### src/rtl/disp_pkg.sv
// Shared types, constants and helpers for the multiplexed 7-segment scan controller.
package disp_pkg;

  localparam int unsigned MAX_DIG = 8;
  localparam logic [6:0]  SEG_OFF = 7'h7F;

  typedef enum logic [0:0] {BLANK, SHOW} scan_state_t;

  // Leading-zero suppression vector: bit i set when digits i..ndig-1 are all zero.
  // Digit 0 is never flagged so a zero value still shows a single "0".
  function automatic logic [MAX_DIG-1:0] lz_mask(input logic [4*MAX_DIG-1:0] disp,
                                                 input int unsigned ndig);
    logic [MAX_DIG-1:0] mask;
    logic               all_zero;
    mask     = '0;
    all_zero = 1'b1;
    for (int unsigned i = MAX_DIG - 1; i >= 1; i--) begin
      if (i < ndig) begin
        all_zero = all_zero & (disp[i*4 +: 4] == 4'h0);
        mask[i]  = all_zero;
      end
    end
    return mask;
  endfunction

endpackage

### src/rtl/dec7seg.sv
// Hex to 7-segment decoder, active-low segments, bit order 6..0 = g..a.
module dec7seg (
  input  logic [3:0] hex_i,
  output logic [6:0] seg_o
);

  // Pure lookup of the glyph for each nibble
  always_comb begin
    case (hex_i)
      4'h0:    seg_o = 7'h40;
      4'h1:    seg_o = 7'h79;
      4'h2:    seg_o = 7'h24;
      4'h3:    seg_o = 7'h30;
      4'h4:    seg_o = 7'h19;
      4'h5:    seg_o = 7'h12;
      4'h6:    seg_o = 7'h02;
      4'h7:    seg_o = 7'h78;
      4'h8:    seg_o = 7'h00;
      4'h9:    seg_o = 7'h10;
      4'hA:    seg_o = 7'h08;
      4'hB:    seg_o = 7'h03;
      4'hC:    seg_o = 7'h46;
      4'hD:    seg_o = 7'h21;
      4'hE:    seg_o = 7'h06;
      default: seg_o = 7'h0E;
    endcase
  end

endmodule

### src/rtl/disp_scan.sv
// Time-multiplexed scan controller for a common-anode multi-digit 7-segment display.
// Each digit slot starts with dead time (all anodes off) to avoid ghosting; the shown
// value is double-buffered and swapped in only at frame boundaries.
module disp_scan
  import disp_pkg::*;
#(
  parameter int unsigned NDIG         = 4,
  parameter int unsigned PRESCALE     = 50000,
  parameter int unsigned BLANK_CYCLES = 2
) (
  input  logic              clk_i,
  input  logic              rst_i,
  input  logic              enable_i,
  input  logic [4*NDIG-1:0] value_i,
  input  logic              load_i,
  input  logic              lzb_i,
  input  logic [NDIG-1:0]   blank_i,
  output logic              pending_o,
  output logic [6:0]        seg_o,
  output logic [NDIG-1:0]   an_o
);

  localparam int unsigned CW = (PRESCALE > 1) ? $clog2(PRESCALE) : 1;
  localparam int unsigned IW = (NDIG > 1) ? $clog2(NDIG) : 1;
  localparam logic [CW-1:0] CNT_MAX   = CW'(PRESCALE - 1);
  localparam logic [CW-1:0] BLANK_END = CW'(BLANK_CYCLES);
  localparam logic [IW-1:0] IDX_MAX   = IW'(NDIG - 1);

  logic [CW-1:0]       cnt_q, cnt_d;
  logic [IW-1:0]       idx_q, idx_d;
  logic [4*NDIG-1:0]   shadow_q, shadow_d;
  logic [4*NDIG-1:0]   disp_q, disp_d;
  logic                pending_q, pending_d;
  logic [6:0]          seg_q, seg_d;
  logic [NDIG-1:0]     an_q, an_d;

  logic [4*MAX_DIG-1:0] disp_ext;
  logic [MAX_DIG-1:0]   lz_all;
  logic [3:0]           digit;
  logic                 suppress;
  logic [NDIG-1:0]      an_sel;
  logic [6:0]           seg_dec;
  logic                 wrap;
  scan_state_t          state;

  dec7seg u_dec7seg (
    .hex_i (digit),
    .seg_o (seg_dec)
  );

  // Select the current digit, its anode pattern and whether it is suppressed
  always_comb begin
    disp_ext               = '0;
    disp_ext[4*NDIG-1:0]   = disp_q;
    lz_all                 = lz_mask(disp_ext, NDIG);
    digit                  = 4'h0;
    suppress               = 1'b0;
    an_sel                 = '1;
    for (int unsigned i = 0; i < NDIG; i++) begin
      if (idx_q == IW'(i)) begin
        digit     = disp_q[i*4 +: 4];
        suppress  = blank_i[i] | (lzb_i & lz_all[i]);
        an_sel[i] = 1'b0;
      end
    end
  end

  // Slot phase decode and next registered pin values (dark unless showing a live digit)
  always_comb begin
    state = (cnt_q < BLANK_END) ? BLANK : SHOW;
    an_d  = '1;
    seg_d = SEG_OFF;
    if (enable_i && (state == SHOW) && !suppress) begin
      an_d  = an_sel;
      seg_d = seg_dec;
    end
  end

  // Scan counters and double-buffer update; a disabled scan is a permanent frame boundary
  always_comb begin
    cnt_d     = cnt_q;
    idx_d     = idx_q;
    shadow_d  = shadow_q;
    disp_d    = disp_q;
    pending_d = pending_q;
    wrap      = !enable_i || ((cnt_q == CNT_MAX) && (idx_q == IDX_MAX));

    if (!enable_i) begin
      cnt_d = '0;
      idx_d = '0;
    end else if (cnt_q == CNT_MAX) begin
      cnt_d = '0;
      idx_d = (idx_q == IDX_MAX) ? '0 : idx_q + IW'(1);
    end else begin
      cnt_d = cnt_q + CW'(1);
    end

    if (load_i && wrap) begin
      // A load on the boundary itself bypasses the shadow wait
      shadow_d  = value_i;
      disp_d    = value_i;
      pending_d = 1'b0;
    end else if (load_i) begin
      shadow_d  = value_i;
      pending_d = 1'b1;
    end else if (wrap && pending_q) begin
      disp_d    = shadow_q;
      pending_d = 1'b0;
    end
  end

  // State and output registers with synchronous reset
  always_ff @(posedge clk_i) begin
    if (rst_i) begin
      cnt_q     <= '0;
      idx_q     <= '0;
      shadow_q  <= '0;
      disp_q    <= '0;
      pending_q <= 1'b0;
      seg_q     <= SEG_OFF;
      an_q      <= '1;
    end else begin
      cnt_q     <= cnt_d;
      idx_q     <= idx_d;
      shadow_q  <= shadow_d;
      disp_q    <= disp_d;
      pending_q <= pending_d;
      seg_q     <= seg_d;
      an_q      <= an_d;
    end
  end

  assign seg_o     = seg_q;
  assign an_o      = an_q;
  assign pending_o = pending_q;

endmodule

### config.mk
export PLATFORM = sky130hd
export DESIGN_NAME = disp_scan
export DESIGN_NICKNAME = d
export VERILOG_FILES = /design/src/rtl/disp_pkg.sv /design/src/rtl/dec7seg.sv /design/src/rtl/disp_scan.sv
export SDC_FILE = /design/constraint.sdc
export NUM_CORES = 1
export LEC_CHECK = 0
export CAP_MARGIN = 0
export CORE_UTILIZATION = 44
export DETAILED_ROUTE_END_ITERATION = 16
export PLACE_DENSITY = 0.66
export SLEW_MARGIN = 20
export SYNTH_ARGS = -nofsm -noshare
export SYNTH_HDL_FRONTEND = slang
export SYNTH_SLANG_ARGS = --single-unit
### constraint.sdc
create_clock -name clk_i -period 4.3 [get_ports clk_i]
set_input_delay 1.075 -clock clk_i [delete_from_list [all_inputs] [get_ports clk_i]]
set_output_delay 1.075 -clock clk_i [all_outputs]
set_load 0.1 [all_outputs]
After elaboration in Yosys (flattened, before gate mapping)
Memories as Yosys holds them, arrays and structs flattened. A register that Yosys moved wholly into a read port is not among the register bits.
Index checks and enable logic that the tools add are counted.

storage, ports and cells
  output and inout port bits = 12
  memory bits (read-only) = 112
  bits in registers = 55
  memories = 1

memory list
  memory            words  width  read ports  clocked after memory_dff  write ports  RTL line      RTL
  (name not given)  16     7      1           1                         0            dec7seg.sv:9  case (hex_i)

cells by class
  reduce and logical (&&, ||, !) cells = 20
  order comparisons = 1
  mux-type cells = 21
  eq/ne operators = 5
  $add $sub $neg = 2
  bitwise gates (word level) = 10

operators with widths
  kind                     count
  $mux W16                 5
  $add A16 B1 Y16 const B  1
  $eq A16 B16 Y1 const B   1
  $lt A16 B2 Y1 const B    1
  $mux W4                  4
  $logic_not A4 Y1         3
  $mux W1                  11
  $reduce_bool A2 Y1       3
  $reduce_or A2 Y1         3
  $and A1 B1 Y1            5
  $logic_and A1 B1 Y1      5
  $eq A2 B2 Y1 const B     2
  $or A1 B1 Y1             3
  $reduce_or A3 Y1         1
  $add A2 B1 Y2 const B    1
  $eq A2 B1 Y1 const B     1
  $logic_not A1 Y1         2
  $logic_not A2 Y1         1
  $mux W2                  1
  $ne A2 B1 Y1 const B     1
  $not A1 Y1               2
  $reduce_and A2 Y1        1
  $logic_or A1 B1 Y1       1

Longest topological paths before layout
  depth after elaboration = 12
  depth in mapped cells = 10

Modules after synthesis
A second synthesis with hierarchy kept.

second synthesis, totals
  cells, all modules = 331
  area total of the unflattened synthesis = 3,035.4 um^2

by module, submodules not included
  module     cells each  instances  area an instance (um^2)
  disp_scan  296         1          2,787.7
  dec7seg    35          1          247.7

Worst setup path before layout
No wires, ideal clock.

  path type = register to register
  start = register idx_q[0]
  end = register seg_q[3], in the netlist seg_o[3]
  stages on the path, launching flop included = 11
  path buffers = 2
  path slack = 1.954 ns
  data arrival time = 2.210 ns
  path through = dfxtp_1 -> ha_1 -> clkbuf_1 -> buf_4 -> nor3b_1 -> a221oi_1 -> inv_1 -> ha_1 -> nor2_1 -> a211oi_1 -> o21ai_0

between the ends
  word-level cells in the longest chain between the ends = 9
  elaborated cells between the ends (all ways) = 16

ends and longest elaborated chain
  what                        RTL line          RTL
  from (decl)                 disp_scan.sv:30   logic [IW-1:0] idx_q, idx_d;
  from (signal assigned)      disp_scan.sv:124  idx_q <= idx_d;
  $logic_not A2 Y1            disp_scan.sv:60   if (idx_q == IW'(i)) begin
  $mux W1 (4 in a row)        disp_scan.sv:60
  $logic_not A1 Y1            disp_scan.sv:73   if (enable_i && (state == SHOW) && !suppress) begin
  $logic_and A1 B1 Y1         disp_scan.sv:73
  $not A1 Y1 (no line)        -
  $reduce_or A2 Y1 (no line)  -
  to (decl)                   disp_scan.sv:34   logic [6:0] seg_q, seg_d;

Several ways; a longest one is shown, not always the timed one.
A chain may end at the register's enable or synchronous reset.

Worst setup path in the final report
  start = register pending_q, in the netlist pending_o
  end = output pending_o

RTL lines
  what                    RTL line          RTL
  from (decl)             disp_scan.sv:33   logic pending_q, pending_d;
  from (signal assigned)  disp_scan.sv:127  pending_q <= pending_d;
  to (decl)               disp_scan.sv:18   output logic pending_o,

No word-level cell between the ends.

==> metrics.cfg <==
[timing]
fmax_mhz=343
tns_ns=0
setup_slack_ns=1.38
clock_skew_ns=0.0113
setup_viol=0
maxSlewViolCount=0
rsz0062_at_grt=false
hold_violations=0
fin_crit_ns=2.92
maxSlewHeadroom_pct=34.7
worstMarginPinSlew_ns=0.977
post-route-period-util_pct=67.9

[synth]
synth_top_flop_cell=dfxtp_1
synth_area_sq_um=2880
syn_nets=335
synth-edff-count=0
yosysWarnings=0
netlist_instances=299
ys_ff_latch=62
async_reset_ff_share_pct=0
yosysUniqueCellTypes=46
yosysSeqAreaShare_pct=43.1
syn_area_per_cell_sq_um=9.63

[layout]
antenna_cells=0
layout.nets=370
area_growth_pct=20.7
final_common_cell=dfxtp_1
drive_gt1_share_pct=10.9
fill_cells=586
finish.instance_area_sq_um=3480
layout_common_cells=dfxtp_1 (62), nor2_1 (47), clkdlybuf4s50_1 (36)
utilization_pct=54.8

[clock_tree]
post_cts_buffers=0
cts.repair.resized=0
root_buffer=clkbuf_8
hold_buffers=0
cts_buffer_depth=2
tritoncts=yes
clk_latency_ns=0.34
clk_pin_slew_worst_paths_ns=0.06
numClockSinks=62
h-tree-depth=3
cts-buffers-inserted=9

[die]
die_x_microns=82.9
row_count=29
dieHeight_microns=82.9
io_pins=37
die_area_sq_um=6870
core_area_sq_um=6350
initial_utilization_pct=45.4

[grt]
antenna_found_initial=0
gr-total-overflow=0
grt_pass1_vias=2069
grt_pass1_wl_microns=9580
grtUsageTotal_pct=17.3
grt_max_degree=35

[drt]
firstDrtPassIters=4
vias=2167
drc=0
detailedRoute.firstIterationViolations=128
via_per_inst=5.21
wl_per_cell_microns=13.1
ant_nets=0
routed_wl_microns=5460

[placed_design]
port_buffers=36
placed_cell_area_sq_um=3260
dpl_worst_slack_ns=1.11
gp_congestion=0.901
dpl.hpwl_microns=3860

[setup_path]
end_kind=output pin
worst-setup-path-type=flip-flop to output pin
critical_path.max_stage_delay_ns=1.15
cp_top_family=buffers and inverters
crit_chain=clkdlybuf4s50_1
required_ns=3.22
startpoint_type=flip-flop
r2r_cells=8
arrival_ns=1.84
cp.depth=1
worst-path-buf-inv=1
slowest_stage=clkdlybuf4s50_1
path_max_fanout=3

[run]
cap_violations=0

[status]
status=completed

[worst_hold_path]
holdPathStages=1
hold_class=flip-flop to flip-flop

[pwr]
power_density_nw_per_um2=367
ir_drop_mv=0.209
p_leak_nw=1.39

path summary, 6_finish.rpt:
| path | start | slack, ns | end |
|---|---|---|---|
| worst max-delay path | pending_o$_SDFFE_PP0P_ | 1.38 | pending_o |
| worst min-delay path | cnt_q[0]$_SDFF_PP0_ | 0.49 | cnt_q[0]$_SDFF_PP0_ |
| worst max register to register | idx_q[0]$_SDFFE_PP0N_ | 1.47 | seg_o[3]$_SDFF_PP1_ |
| worst min register to register | cnt_q[0]$_SDFF_PP0_ | 0.49 | cnt_q[0]$_SDFF_PP0_ |
state kept, by name (all words and copies together), names as in the netlist:
register   count
seg_o          7
an_o           4
disp_q        16
idx_q          2
shadow_q      16
pending_o      1
cnt_q         16
routing by layer:
layer	global-route usage (%)	part of all wire [%]
met1	24.2	52
met2	24.4	41
met3	4.27	5.2
met4	9.56	1.9
met5	0	0
report_power, final:
group | total, mW | switching (mW) | internal (mW) | leakage (nW)
sequential | 0.602 | 0.00928 | 0.593 | 0.505
clock | 0.559 | 0.218 | 0.341 | 0.110
combinational | 0.115 | 0.0556 | 0.0596 | 0.776
total | 1.28 | 0.283 | 0.993 | 1.39
Yosys cell counts, types with 2 or more instances:
cell type | number | area [sq um]
clkbuf_1 | 6 | 22.5
nand3_1 | 6 | 30.0
nand2_1 | 24 | 90.1
nand2b_1 | 2 | 12.5
and2b_1 | 7 | 52.6
mux2i_1 | 18 | 180
a221o_1 | 2 | 20.0
buf_2 | 2 | 10.0
ha_1 | 11 | 138
nor2_1 | 47 | 176
a21oi_1 | 3 | 15.0
mux2_2 | 6 | 67.6
o21ai_0 | 4 | 20.0
xor2_1 | 7 | 61.3
nand4_1 | 3 | 18.8
inv_1 | 8 | 30.0
nor2b_1 | 8 | 50.1
o311ai_0 | 2 | 17.5
o211ai_1 | 2 | 15.0
dfxtp_1 | 62 | 1240
nor3_1 | 6 | 30.0
nor4_1 | 7 | 43.8
mux2_4 | 10 | 150
nor3b_1 | 4 | 30.0
buf_4 | 3 | 22.5
and3_1 | 3 | 18.8
a22oi_1 | 2 | 15.0
xnor2_1 | 6 | 52.6
nand3b_1 | 5 | 37.5
a221oi_1 | 2 | 17.5
a211oi_1 | 6 | 45.0
cell families (layout without fill, tap and decap cells):
logic type / after synthesis / count (layout) / synth area share (%)
AO/OA/AOI/OAI: 30 / 30 / 8.21
XOR/XNOR: 13 / 13 / 3.95
adder cells (fa/ha/maj): 11 / 11 / 4.78
buffers and inverters: 22 / 62 / 4.17
flip-flops: 62 / 62 / 43.1
multiplexers: 34 / 34 / 13.8
AND/OR/NAND/NOR: 127 / 127 / 22.0
final cells by class:
type                            instances  area, sq um  area share, %
Timing Repair Buffer                   38          375           10.8
Clock buffer                           12          145           4.17
Inverter                                8         30.0          0.864
Clock inverter                          4         70.1           2.02
Sequential cell                        62         1240           35.7
Multi-Input combinational cell        215         1520           43.7
Tap cell                               77         96.3           2.77
stage by stage:
stage          hold slack (ns)  std cells  power, mW
2_1_floorplan            0.441        299      0.692
3_3_place_gp             0.465        400      0.729
3_5_place_dp             0.478        400      0.730
4_1_cts                  0.487        416       1.29
5_1_grt                  0.534        416       1.33
6_report                 0.492        416       1.28
worst reg2reg max path, stage by stage, from the launching register on:
cell and delay (ns):
dfxtp_1 0.40, ha_1 0.54, a211oi_1 0.11, a221oi_1 0.72
inv_1 0.22, ha_1 0.36, nor2_1 0.05, a211oi_1 0.21
o21ai_0 0.10
(Power assumes the default switching activity.)
